**src/rtl/uart_rx_core.sv**
```systemverilog
// UART receive engine: synchronises the serial line, detects start bits, samples each
// bit at mid-period using a divisor-driven baud counter, and hands finished characters
// (with parity/framing flags) to the RX FIFO over a valid/ready handshake.
module uart_rx_core #(
  parameter int unsigned SYNC_STAGES = 2,
  parameter int unsigned DIV_WIDTH   = 16
) (
  input  logic                 clk_i,
  input  logic                 rst_i,
  input  logic                 en_i,
  input  logic [DIV_WIDTH-1:0] div_i,
  input  logic [1:0]           wls_i,
  input  logic                 pen_i,
  input  logic [1:0]           ps_i,
  input  logic                 stb_i,
  input  logic                 uart_rx_i,
  output logic [7:0]           rx_data_o,
  output logic                 rx_pe_o,
  output logic                 rx_fe_o,
  output logic                 rx_valid_o,
  input  logic                 rx_ready_i,
  output logic                 overrun_o,
  output logic                 busy_o
);

  typedef enum logic [2:0] {
    StIdle,
    StStart,
    StData,
    StParity,
    StStop1,
    StStop2
  } state_e;

  // Line synchroniser and edge detection
  logic [SYNC_STAGES-1:0] sync_q;
  logic                   rxs_prev_q;
  logic                   rxs;
  logic                   fall;

  // Frame configuration captured at start detection
  logic [DIV_WIDTH-1:0] div_q, div_d;
  logic [1:0]           wls_q, wls_d;
  logic                 pen_q, pen_d;
  logic [1:0]           ps_q, ps_d;
  logic                 stb_q, stb_d;
  logic [DIV_WIDTH-1:0] div_eff;

  // Frame engine state
  state_e               state_q, state_d;
  logic [DIV_WIDTH-1:0] baud_q, baud_d;
  logic [2:0]           bit_cnt_q, bit_cnt_d;
  logic [7:0]           shreg_q, shreg_d;
  logic                 pe_q, pe_d;
  logic                 fe_q, fe_d;
  logic                 sample;
  logic                 par_exp;
  logic                 complete;

  // Output holding registers
  logic [7:0] data_q, data_d;
  logic       ope_q, ope_d;
  logic       ofe_q, ofe_d;
  logic       valid_q, valid_d;
  logic       overrun_q, overrun_d;

  assign rxs     = sync_q[SYNC_STAGES-1];
  assign fall    = rxs_prev_q & ~rxs;
  assign sample  = (baud_q == '0);
  // Divisors below 2 would leave no room for a half-bit offset, so they run as 2.
  assign div_eff = (div_i < DIV_WIDTH'(2)) ? DIV_WIDTH'(2) : div_i;

  // Synchroniser chain and registered copy of the synchronised line (idle high)
  always_ff @(posedge clk_i) begin
    if (rst_i) begin
      sync_q     <= '1;
      rxs_prev_q <= 1'b1;
    end else begin
      sync_q     <= {sync_q[SYNC_STAGES-2:0], uart_rx_i};
      rxs_prev_q <= rxs;
    end
  end

  // Expected parity bit for the received data under the latched parity mode
  always_comb begin
    par_exp = 1'b0;
    case (ps_q)
      2'b00:   par_exp = ~^shreg_q;
      2'b01:   par_exp = ^shreg_q;
      2'b10:   par_exp = 1'b1;
      default: par_exp = 1'b0;
    endcase
  end

  // Frame FSM next-state: start detection, bit sampling, error accumulation
  always_comb begin
    state_d   = state_q;
    baud_d    = baud_q;
    bit_cnt_d = bit_cnt_q;
    shreg_d   = shreg_q;
    pe_d      = pe_q;
    fe_d      = fe_q;
    div_d     = div_q;
    wls_d     = wls_q;
    pen_d     = pen_q;
    ps_d      = ps_q;
    stb_d     = stb_q;
    complete  = 1'b0;

    if (baud_q != '0) begin
      baud_d = baud_q - DIV_WIDTH'(1);
    end

    case (state_q)
      StIdle: begin
        if (en_i && fall) begin
          state_d   = StStart;
          // First sample lands floor(D/2) cycles after the edge cycle.
          baud_d    = (div_eff >> 1) - DIV_WIDTH'(1);
          bit_cnt_d = 3'd0;
          shreg_d   = 8'h00;
          pe_d      = 1'b0;
          fe_d      = 1'b0;
          div_d     = div_eff;
          wls_d     = wls_i;
          pen_d     = pen_i;
          ps_d      = ps_i;
          stb_d     = stb_i;
        end
      end
      StStart: begin
        if (sample) begin
          baud_d  = div_q - DIV_WIDTH'(1);
          // A start bit that has gone high again by mid-bit is a glitch.
          state_d = rxs ? StIdle : StData;
        end
      end
      StData: begin
        if (sample) begin
          baud_d             = div_q - DIV_WIDTH'(1);
          shreg_d[bit_cnt_q] = rxs;
          // Last data bit index is word length - 1, i.e. 4 + wls.
          if (bit_cnt_q == {1'b1, wls_q}) begin
            state_d = pen_q ? StParity : StStop1;
          end else begin
            bit_cnt_d = bit_cnt_q + 3'd1;
          end
        end
      end
      StParity: begin
        if (sample) begin
          baud_d  = div_q - DIV_WIDTH'(1);
          if (rxs != par_exp) begin
            pe_d = 1'b1;
          end
          state_d = StStop1;
        end
      end
      StStop1: begin
        if (sample) begin
          baud_d = div_q - DIV_WIDTH'(1);
          if (!rxs) begin
            fe_d = 1'b1;
          end
          if (stb_q) begin
            state_d = StStop2;
          end else begin
            state_d  = StIdle;
            complete = 1'b1;
          end
        end
      end
      StStop2: begin
        if (sample) begin
          if (!rxs) begin
            fe_d = 1'b1;
          end
          state_d  = StIdle;
          complete = 1'b1;
        end
      end
      default: state_d = StIdle;
    endcase

    // Disabling the receiver abandons any frame in flight without producing output.
    if (!en_i) begin
      state_d  = StIdle;
      complete = 1'b0;
    end
  end

  // Output handshake: load on completion when the slot is free or being drained
  always_comb begin
    data_d    = data_q;
    ope_d     = ope_q;
    ofe_d     = ofe_q;
    valid_d   = valid_q;
    overrun_d = 1'b0;

    if (valid_q && rx_ready_i) begin
      valid_d = 1'b0;
    end

    if (complete) begin
      if (!valid_q || rx_ready_i) begin
        data_d  = shreg_d;
        ope_d   = pe_d;
        ofe_d   = fe_d;
        valid_d = 1'b1;
      end else begin
        overrun_d = 1'b1;
      end
    end
  end

  // Frame engine and configuration registers
  always_ff @(posedge clk_i) begin
    if (rst_i) begin
      state_q   <= StIdle;
      baud_q    <= '0;
      bit_cnt_q <= 3'd0;
      shreg_q   <= 8'h00;
      pe_q      <= 1'b0;
      fe_q      <= 1'b0;
      div_q     <= DIV_WIDTH'(2);
      wls_q     <= 2'b00;
      pen_q     <= 1'b0;
      ps_q      <= 2'b00;
      stb_q     <= 1'b0;
    end else begin
      state_q   <= state_d;
      baud_q    <= baud_d;
      bit_cnt_q <= bit_cnt_d;
      shreg_q   <= shreg_d;
      pe_q      <= pe_d;
      fe_q      <= fe_d;
      div_q     <= div_d;
      wls_q     <= wls_d;
      pen_q     <= pen_d;
      ps_q      <= ps_d;
      stb_q     <= stb_d;
    end
  end

  // Output holding registers
  always_ff @(posedge clk_i) begin
    if (rst_i) begin
      data_q    <= 8'h00;
      ope_q     <= 1'b0;
      ofe_q     <= 1'b0;
      valid_q   <= 1'b0;
      overrun_q <= 1'b0;
    end else begin
      data_q    <= data_d;
      ope_q     <= ope_d;
      ofe_q     <= ofe_d;
      valid_q   <= valid_d;
      overrun_q <= overrun_d;
    end
  end

  assign rx_data_o  = data_q;
  assign rx_pe_o    = ope_q;
  assign rx_fe_o    = ofe_q;
  assign rx_valid_o = valid_q;
  assign overrun_o  = overrun_q;
  assign busy_o     = (state_q != StIdle);

endmodule

```
**config.mk**
```make
export PLATFORM = sky130hd
export DESIGN_NAME = uart_rx_core
export DESIGN_NICKNAME = d
export VERILOG_FILES = /design/src/rtl/uart_rx_core.sv
export SDC_FILE = /design/constraint.sdc
export NUM_CORES = 1
export LEC_CHECK = 0
export CAP_MARGIN = 5
export CORE_AREA = 8 8 100 170
export DETAILED_ROUTE_END_ITERATION = 10
export DIE_AREA = 0 0 108 178
export MAX_ROUTING_LAYER = met4
export PLACE_DENSITY = 0.57
export SLEW_MARGIN = 20
export SYNTH_ARGS = -nofsm -noshare
export SYNTH_HDL_FRONTEND = slang
export SYNTH_SLANG_ARGS = --single-unit
```
**constraint.sdc**
```tcl
create_clock -name clk_i -period 2.75 [get_ports clk_i]
set_input_delay 0.4125 -clock clk_i [delete_from_list [all_inputs] [get_ports clk_i]]
set_output_delay 0.4125 -clock clk_i [all_outputs]
set_load 0.005 [all_outputs]
```
==> results.toml, run 1 <==
[timing]
setup_tns_ps = 0
period_share = 0.977
worst_slack_ps = 62.9
fmax_mhz = 372
hold_viol_final = 0
rsz0062_at_grt = "true"
setup_violations = 0
skew_ps = 5.45
timing.hold.ws_ps = 352
fin_crit_ps = 2690
tightest_slew_ps = 624
drv_slew = 0
slew_headroom = 0.581

[power_and_ir_drop]
power_frac_clock = 0.337
p_seq_frac = 0.336
irDropWorstVdd_v = 0.000320
leakagePower_nw = 1.82
power_density_mw_per_mm2 = 719
intPower_mw = 2.40
p_total_mw = 3.62
combPwrFrac = 0.327
p_sw_mw = 1.22
p_sw_frac = 0.336

[run_status]
status = "finished clean"

[clock_tree]
cts-buffers-inserted = 9
clkLatencyLatePin_ps = 330
cts.sinks = 69
clk_pin_slew_ps = 60
cts_max_path_buffers = 2
postCtsHoldBufs = 0
htreeDepth = 3
clockRootBuffer = "clkbuf_16"
cts_tree = "done"

[worst_setup_path]
crit_path_start_kind = "input port"
worstSetupPathType = "input port to register"
required_ps = 2950
slowest_delay_ps = 480
worstPathCellList = "clkdlybuf4s50_1 -> or4_4 -> nor3_4 -> and3_4 -> nor2_4 -> ha_4 -> nor3b_4 -> nand3_2 -> or3_1 -> xnor2_1 -> a222oi_1 -> nor2_1"
end_kind = "register"
critical_path.slowest_cell = "clkdlybuf4s50_1"
critPathMaxFanout = 3
arrival_ps = 2890

[layout]
layout_commonest_cell = "nand2_1"
regArea_mm2 = 0.00138
drive_above_1_share = 0.140
fin_nets = 584
area_growth_pct = 30.4
fin_util = 0.343
nFillCells = 1483
final_cell_mix = "83 x nand2_1, 69 x dfxtp_1, 51 x a21oi_1, 44 x nor2_1, 32 x clkdlybuf4s50_1"
diodes = 0
multiInputGateArea_mm2 = 0.00241

[run]
maxCapViolations = 0

[synthesis]
synth.distinct_cells = 58
ys_seq_elements = 69
synthesis.instances = 496
synth_edf_count = 0
synth-main-ff-cell = "dfxtp_1"
syn_nets = 527
ys_seq_area_frac = 0.358
synth_area_mm2 = 0.00386
yosysWarnings = 0
syn-mean-instance-area_um2 = 7.79
synth-async-reset-ratio = 0

[floorplan]
die_h_um = 178
rows = 59
die_x_um = 108
initial_core_util = 0.263
coreArea_mm2 = 0.0147
die_area_mm2 = 0.0192
io_pins = 40

[drt]
num_vias = 3834
vias_per_cell = 5.18
antenna_left = 0
firstDrtPassIters = 5
wl_per_cell_um = 15.6
detail_route.drc_violations = 0
drtIter0Drc = 227
drt_wl_total_um = 11500

[global_routing]
grt_pass1_wl_um = 18800
grtUsageTotal = 0.127
grt_pass1_vias = 3845
grt_max_degree = 57
grt_overflow_total = 0
antenna_found_initial = 0

[placed_design]
dp_slack_ps = -458
dp_hpwl_um = 8630
gp_congestion = 0.861
io_buffers = 39

[worst_hold_path]
holdCritPathClass = "input port to register"
cells by family (layout without fill, tap and decap cells):
logic type / after synthesis / in the layout / synth area share
AOI/OAI and AO/OA: 118 / 118 / 0.186
xor gates and xnor gates: 41 / 41 / 0.0930
adders and majority gates: 4 / 4 / 0.0130
buffers and inverters: 37 / 98 / 0.0379
DFF: 69 / 69 / 0.358
muxes: 14 / 14 / 0.0373
and+or+nand+nor: 213 / 213 / 0.275
cell type report:
class / instances / area share
multi-input combinational: 390 / 0.479
clock buffer: 9 / 0.0447
timing repair buffer: 71 / 0.130
clock inverter: 6 / 0.0176
inverter: 12 / 0.00895
tap: 183 / 0.0455
sequential: 69 / 0.274
sequential cells by signal, summed over array words and instances, names as in the netlist, 2 cells and up:
| signal | count |
|---|---|
| bit_cnt_q | 3 |
| shreg_q | 8 |
| state_q | 3 |
| sync_q | 2 |
| rx_data_o | 8 |
| ps_q | 2 |
| wls_q | 2 |
| div_q | 16 |
| baud_q | 16 |
critical path, delay by kind of cell:
| family | cells | cell delay [ps] |
|---|---|---|
| AND/OR/NAND/NOR | 8 | 1370 |
| buffers and inverters | 1 | 480 |
| AO/OA/AOI/OAI | 1 | 330 |
| adder cells (fa/ha/maj) | 1 | 140 |
| XOR/XNOR | 1 | 140 |
path summary, 6_finish.rpt:
path | from | end | slack [ps] | cells past startpoint
setup / recovery | div_i[2] | baud_q[12]$_SDFF_PP0_ | 60 | 12
hold / removal | rst_i | rx_valid_o$_SDFF_PP0_ | 350 | 2
setup reg to reg | baud_q[0]$_SDFF_PP0_ | shreg_q[4]$_SDFF_PP0_ | 320 | 7
hold reg to reg | sync_q[0]$_SDFF_PP1_ | sync_q[1]$_SDFF_PP1_ | 420 | 1
power groups by stage:
stage / Combinational, mW / Sequential, mW / Clock, mW
floorplan: 0.825 / 1.21 / 0
global placement: 1.13 / 1.22 / 0
detailed placement: 1.15 / 1.23 / 0
CTS: 1.16 / 1.21 / 1.24
global route: 1.31 / 1.23 / 1.28
finish: 1.18 / 1.22 / 1.22
cell usage after synthesis, types with 3 or more instances:
| master | number | area share |
|---|---|---|
| o31ai_1 | 3 | 0.0058 |
| nor3_1 | 18 | 0.023 |
| nand2b_1 | 4 | 0.0065 |
| a21oi_1 | 51 | 0.066 |
| o22ai_1 | 6 | 0.0097 |
| nor2_1 | 46 | 0.045 |
| xnor2_1 | 29 | 0.066 |
| nand3_1 | 10 | 0.013 |
| ha_1 | 4 | 0.013 |
| clkbuf_1 | 21 | 0.020 |
| buf_2 | 3 | 0.0039 |
| dfxtp_1 | 69 | 0.36 |
| o311ai_0 | 6 | 0.014 |
| a22oi_1 | 5 | 0.0097 |
| or2_2 | 6 | 0.0097 |
| nor4_1 | 5 | 0.0081 |
| a221oi_1 | 5 | 0.011 |
| mux2_2 | 3 | 0.0087 |
| o21ai_0 | 18 | 0.023 |
| inv_1 | 12 | 0.012 |
| a211oi_1 | 3 | 0.0058 |
| a31oi_1 | 7 | 0.011 |
| mux2i_1 | 11 | 0.029 |
| or4_1 | 3 | 0.0058 |
| nand4_1 | 4 | 0.0065 |
| nor2b_1 | 5 | 0.0081 |
| or3_1 | 8 | 0.013 |
| xor2_1 | 12 | 0.027 |
| nand2_1 | 83 | 0.081 |
per-stage QoR:
stage,area [um^2],cells
2_1_floorplan,3860,496
3_3_place_gp,4630,724
3_5_place_dp,4630,724
4_1_cts,4950,739
5_1_grt,5030,740
6_report,5030,740
what timing repair did:
action,CTS,global route
pin swaps,0,12
gates resized for setup,2,17
setup endpoints to repair,1,6
setup buffers,0,1
routing by layer:
metal | wire [um] | global-route usage | vias to the layer above
met3 | 423 | 0.0181 | 35
met5 | 0 | - | -
met1 | 4460 | 0.125 | 1795
met2 | 6150 | 0.226 | 134
li1 | - | - | 1870
met4 | 488 | 0.0838 | 0
Note: power is estimated with default switching activity, not from simulation.
==> run 2, diff against run 1 <==
--- a/config.mk
+++ b/config.mk
@@ -6,11 +6,11 @@
 export NUM_CORES = 1
 export LEC_CHECK = 0
 export CAP_MARGIN = 5
-export CORE_AREA = 8 8 100 170
+export CORE_AREA = 8 8 76 128
 export DETAILED_ROUTE_END_ITERATION = 10
-export DIE_AREA = 0 0 108 178
+export DIE_AREA = 0 0 84 136
 export MAX_ROUTING_LAYER = met4
-export PLACE_DENSITY = 0.57
+export PLACE_DENSITY = 0.73
 export SLEW_MARGIN = 20
 export SYNTH_ARGS = -nofsm -noshare
 export SYNTH_HDL_FRONTEND = slang
==> constraint.sdc (replaced) <==
create_clock -name clk_i -period 2.3 [get_ports clk_i]
set_input_delay 0.345 -clock clk_i [delete_from_list [all_inputs] [get_ports clk_i]]
set_output_delay 0.345 -clock clk_i [all_outputs]
set_load 0.005 [all_outputs]
==> results.toml, run 2 (synthesis gave the netlist of run 1 again) <==
[placed_design]
place_inst = 650
io_buffers = 39
gp_congestion = 0.901
dp_hpwl_um = 8230

[power_and_ir_drop]
p_seq_frac = 0.329
combPwrFrac = 0.334
power_density_mw_per_mm2 = 869
p_sw_frac = 0.329
intPower_mw = 2.96
p_sw_mw = 1.45
power_frac_clock = 0.337
leakagePower_nw = 1.92
irDropWorstVdd_v = 0.000545

[timing]
period_share = 0.994
setup_tns_ps = 0
fin_crit_ps = 2290
rsz0062_at_grt = "true"
tightest_slew_ps = 508
skew_ps = 3.68
setup_violations = 0
fmax_mhz = 437
drv_slew = 0
hold_viol_final = 0
slew_headroom = 0.659

[worst_setup_path]
timing.rr.start = "baud_q[0]$_SDFF_PP0_"
critPathMaxFanout = 3
crit_path_start_kind = "input port"
startpoint = "div_i[4]"
worstSetupPathType = "input port to register"
required_ps = 2540
end_kind = "register"
arrival_ps = 2530

[clock_tree]
clockRootBuffer = "clkbuf_16"
cts_tree = "done"
cts_max_path_buffers = 2
clk_pin_slew_ps = 50
htreeDepth = 3
clkLatencyLatePin_ps = 340
cts-buffers-inserted = 9
cts.sinks = 69

[layout]
layout_commonest_cell = "nand2_1"
fin_nets = 604
nFillCells = 714
drive_above_1_share = 0.194
area_growth_pct = 31.5
diodes = 0
reg_top3 = "baud_q x16, div_q x16"
final_cell_mix = "83 x nand2_1, 69 x dfxtp_1, 51 x buf_4, 50 x a21oi_1, 44 x nor2_1"
fin_cells = 670

[run]
maxCapViolations = 0

[floorplan]
die_x_um = 84
rows = 44
io_pins = 40
die_h_um = 136
die_area_mm2 = 0.0114
initial_core_util = 0.477
coreArea_mm2 = 0.00809

[worst_hold_path]
min_from = "rst_i"
holdCritPathClass = "input port to register"

[global_routing]
antenna_found_initial = 0
grt_overflow_total = 0
grt_pass1_vias = 3877
grt_pass1_wl_um = 18300
grt_max_degree = 40
grtUsageTotal = 0.203

[drt]
firstDrtPassIters = 5
detail_route.drc_violations = 0
antenna_left = 0
wl_per_cell_um = 16.4
drt_wl_total_um = 11000
vias_per_cell = 5.81
num_vias = 3895
drtIter0Drc = 250

[run_status]
status = "finished clean"
[run 2: area by class of cell]
class                      count  area (um^2)  share of cell area
multi-input combinational    390         2450               0.483
inverter                      12         45.0             0.00887
clock buffer                  10          239              0.0471
timing repair buffer          91          757               0.149
tap                           92          115              0.0227
sequential                    69         1380               0.272
clock inverter                 6         86.3              0.0170
[run 2: repair_timing]
action | 4_1_cts | 5_1_grt
pin swaps | 14 | 14
hold buffers | 0 | 0
setup endpoints to repair | 11 | 15
setup buffers | 3 | 2
gates resized for setup | 31 | 20
[run 2: worst max-delay path: stages]
cell      delay, ps
buf_6            90
or4_4           560
nor3_4          210
and3_4          220
nor2_4           40
ha_4            150
nor3b_4         160
buf_4           140
xnor2_2         130
a21oi_2         150
o22ai_1          80
a211oi_1        250
[run 2: stage by stage]
step | area (um^2) | total power, mW | setup slack, ps | utilization | hold slack [ps]
final | 5080 | 4.41 | 12.8 | 0.628 | 383
after global routing | 5080 | 4.62 | -74.8 | 0.628 | 409
after CTS | 5040 | 4.38 | 7.53 | 0.623 | 383
after detailed placement | 4680 | 2.89 | -790 | 0.579 | 399
after global placement | 4680 | 2.85 | -678 | 0.579 | 399
after floorplan | 3900 | 2.43 | -86.6 | - | 389
[run 2: worst paths after layout]
path | cells past startpoint | endpoint | slack, ps
max | 12 | baud_q[4]$_SDFF_PP0_ | 10
min | 3 | div_q[1]$_SDFFE_PP1P_ | 380
max reg2reg | 8 | baud_q[10]$_SDFF_PP0_ | 80
min reg2reg | 1 | sync_q[1]$_SDFF_PP1_ | 410
[run 2: metal layers]
| layer | track usage | share of wire | vias up |
|---|---|---|---|
| met5 | - | 0 | - |
| met4 | 0.150 | 0.053 | 0 |
| met1 | 0.185 | 0.35 | 1827 |
| met3 | 0.0312 | 0.041 | 42 |
| met2 | 0.373 | 0.55 | 108 |
| li1 | - | - | 1918 |
[run 2: power groups by stage]
stage,sequential (mW),clock [mW],combinational [mW]
5_1_grt,1.47,1.55,1.61
3_5_place_dp,1.47,0,1.43
2_1_floorplan,1.44,0,0.990
6_report,1.45,1.49,1.48
3_3_place_gp,1.46,0,1.39
4_1_cts,1.44,1.50,1.44
==> RTL edit, RTL diff (settings of run 2) <==
Reset style: asynchronous (`rst_i`), changed in 3 clocked blocks.
--- a/src/rtl/uart_rx_core.sv
+++ b/src/rtl/uart_rx_core.sv
@@ -73,3 +73,3 @@
   // Synchroniser chain and registered copy of the synchronised line (idle high)
-  always_ff @(posedge clk_i) begin
+  always_ff @(posedge clk_i or posedge rst_i) begin
     if (rst_i) begin
@@ -216,3 +216,3 @@
   // Frame engine and configuration registers
-  always_ff @(posedge clk_i) begin
+  always_ff @(posedge clk_i or posedge rst_i) begin
     if (rst_i) begin
@@ -245,3 +245,3 @@
   // Output holding registers
-  always_ff @(posedge clk_i) begin
+  always_ff @(posedge clk_i or posedge rst_i) begin
     if (rst_i) begin
Formal check against the unedited RTL: differs if rst_i is asserted again (counterexample within 4 cycles, from zero or initial values and one cycle with rst_i high); with rst_i held inactive, the same outputs for 4 cycles.
==> RTL edit against run 2 <==
  * Routed wire length fell by 7.0%
  * Worst setup slack got worse by 0.070 ns
  * Synthesized area increased by 2.9%
  * Power down 11%
  * Critical path type unchanged
  * Fmax decreased by 3.0%
  * Design area increased by 1.8%
  * Core utilization increased by 1.1 points
  * Largest power group is now sequential cells
  * Sequential cell count is the same
  * Critical endpoint is now baud_q[6]$_DFF_PP0_
  * The flow now finishes with violations (negative setup slack)
==> RTL edit: results (changes against run 2) <==
WL met3 = 347 µm (was 446 µm)
Detailed Routing Iterations Pass 1 = 4 (was 5)
Layout fillers = 697 (was 714)
first-pass GRT wire length = 17.0 mm (was 18.3 mm)
outcome = complete, but fails checks (was complete, no violations)
Nets = 575 (was 604)
Crit Path Max Fanout = 4 (was 3)
Worst Tran Pin Value = 0.537 ns (was 0.508 ns)
worst setup margin = -0.0573 ns (was 0.0128 ns)
R2R setup slack = 0.13 ns (was 0.08 ns)
FF-to-FF End = rx_fe_o$_DFFE_PP0P_ (was baud_q[10]$_SDFF_PP0_)
final setup vio count = 1 (was 0)
CP Data Arrival Time = 2.57 ns (was 2.53 ns)
failing checks = negative setup slack
routed wl met2 = 5.73 mm (was 6.07 mm)
hold worst-path end = div_q[9]$_DFFE_PP0P_ (was div_q[1]$_SDFFE_PP1P_)
cell internal pwr = 2.69 mW (was 2.96 mW)
met2 GRT Util = 0.349 (was 0.373)
largest net degree at the start of global routing = 70 (was 40)
Peak VDD IR = 0.436 mV (was 0.545 mV)
# placed instances = 620 (was 650)
share of cells above drive strength 1 = 0.200 (was 0.194)
M3 GR Usage = 0.0480 (was 0.0312)
worst reg2reg path depth = 7 (was 8)
hold path depth = 4 (was 3)
[RTL edit: kinds of logic (layout without fill, tap and decap cells)]
group | Yosys count | in the layout | synth area share
AOI/OAI and AO/OA | 91 | 91 | 0.143
xor gates and xnor gates | 40 | 40 | 0.0881
adders and majority gates | 4 | 4 | 0.0126
buffers and inverters | 28 | 120 | 0.0271
DFF | 69 | 69 | 0.435
muxes | 2 | 2 | 0.00566
and+or+nand+nor | 223 | 223 | 0.288
[RTL edit: final cells by class]
type	count	share of cell area
repair buffers	95	0.157
inverters	9	0.00653
flip-flops and latches	69	0.335
multi-input cells	360	0.429
clock buffers	14	0.0491
clock inverters	2	0.00194
well taps	92	0.0223
[RTL edit: repair_timing]
item                                    in CTS  in global routing
gates resized for setup                     44                 10
endpoints found under the setup margin      11                 28
pin swaps                                   14                 17
gates cloned                                 0                  0
hold buffers                                 0                  0
setup buffers                                3                  2
[RTL edit: through the flow]
stage | hold slack [ns] | worst slack, ns | power, mW | area, µm²
global placement | 0.348 | -0.842 | 2.66 | 4850
finish | 0.298 | -0.0573 | 3.91 | 5170
global route | 0.319 | -0.148 | 4.15 | 5170
detailed placement | 0.350 | -0.876 | 2.69 | 4850
CTS | 0.312 | -0.0918 | 3.93 | 5140
floorplan | 0.345 | -0.426 | 2.30 | 3990
[RTL edit: critical path: cells and delay by family]
kind	cells	cell delay (ns)
compound gates	1	0.08
buf+inv	1	0.09
fa+ha+maj	1	0.17
xor+xnor	1	0.14
simple gates	7	1.75
[RTL edit: power groups by stage]
stage | Combinational, mW | Clock [mW] | Sequential, mW
floorplan | 0.668 | 0 | 1.63
global placement | 0.990 | 0 | 1.67
detailed placement | 1.01 | 0 | 1.68
CTS | 1.02 | 1.26 | 1.66
global route | 1.13 | 1.32 | 1.70
finish | 1.02 | 1.23 | 1.67
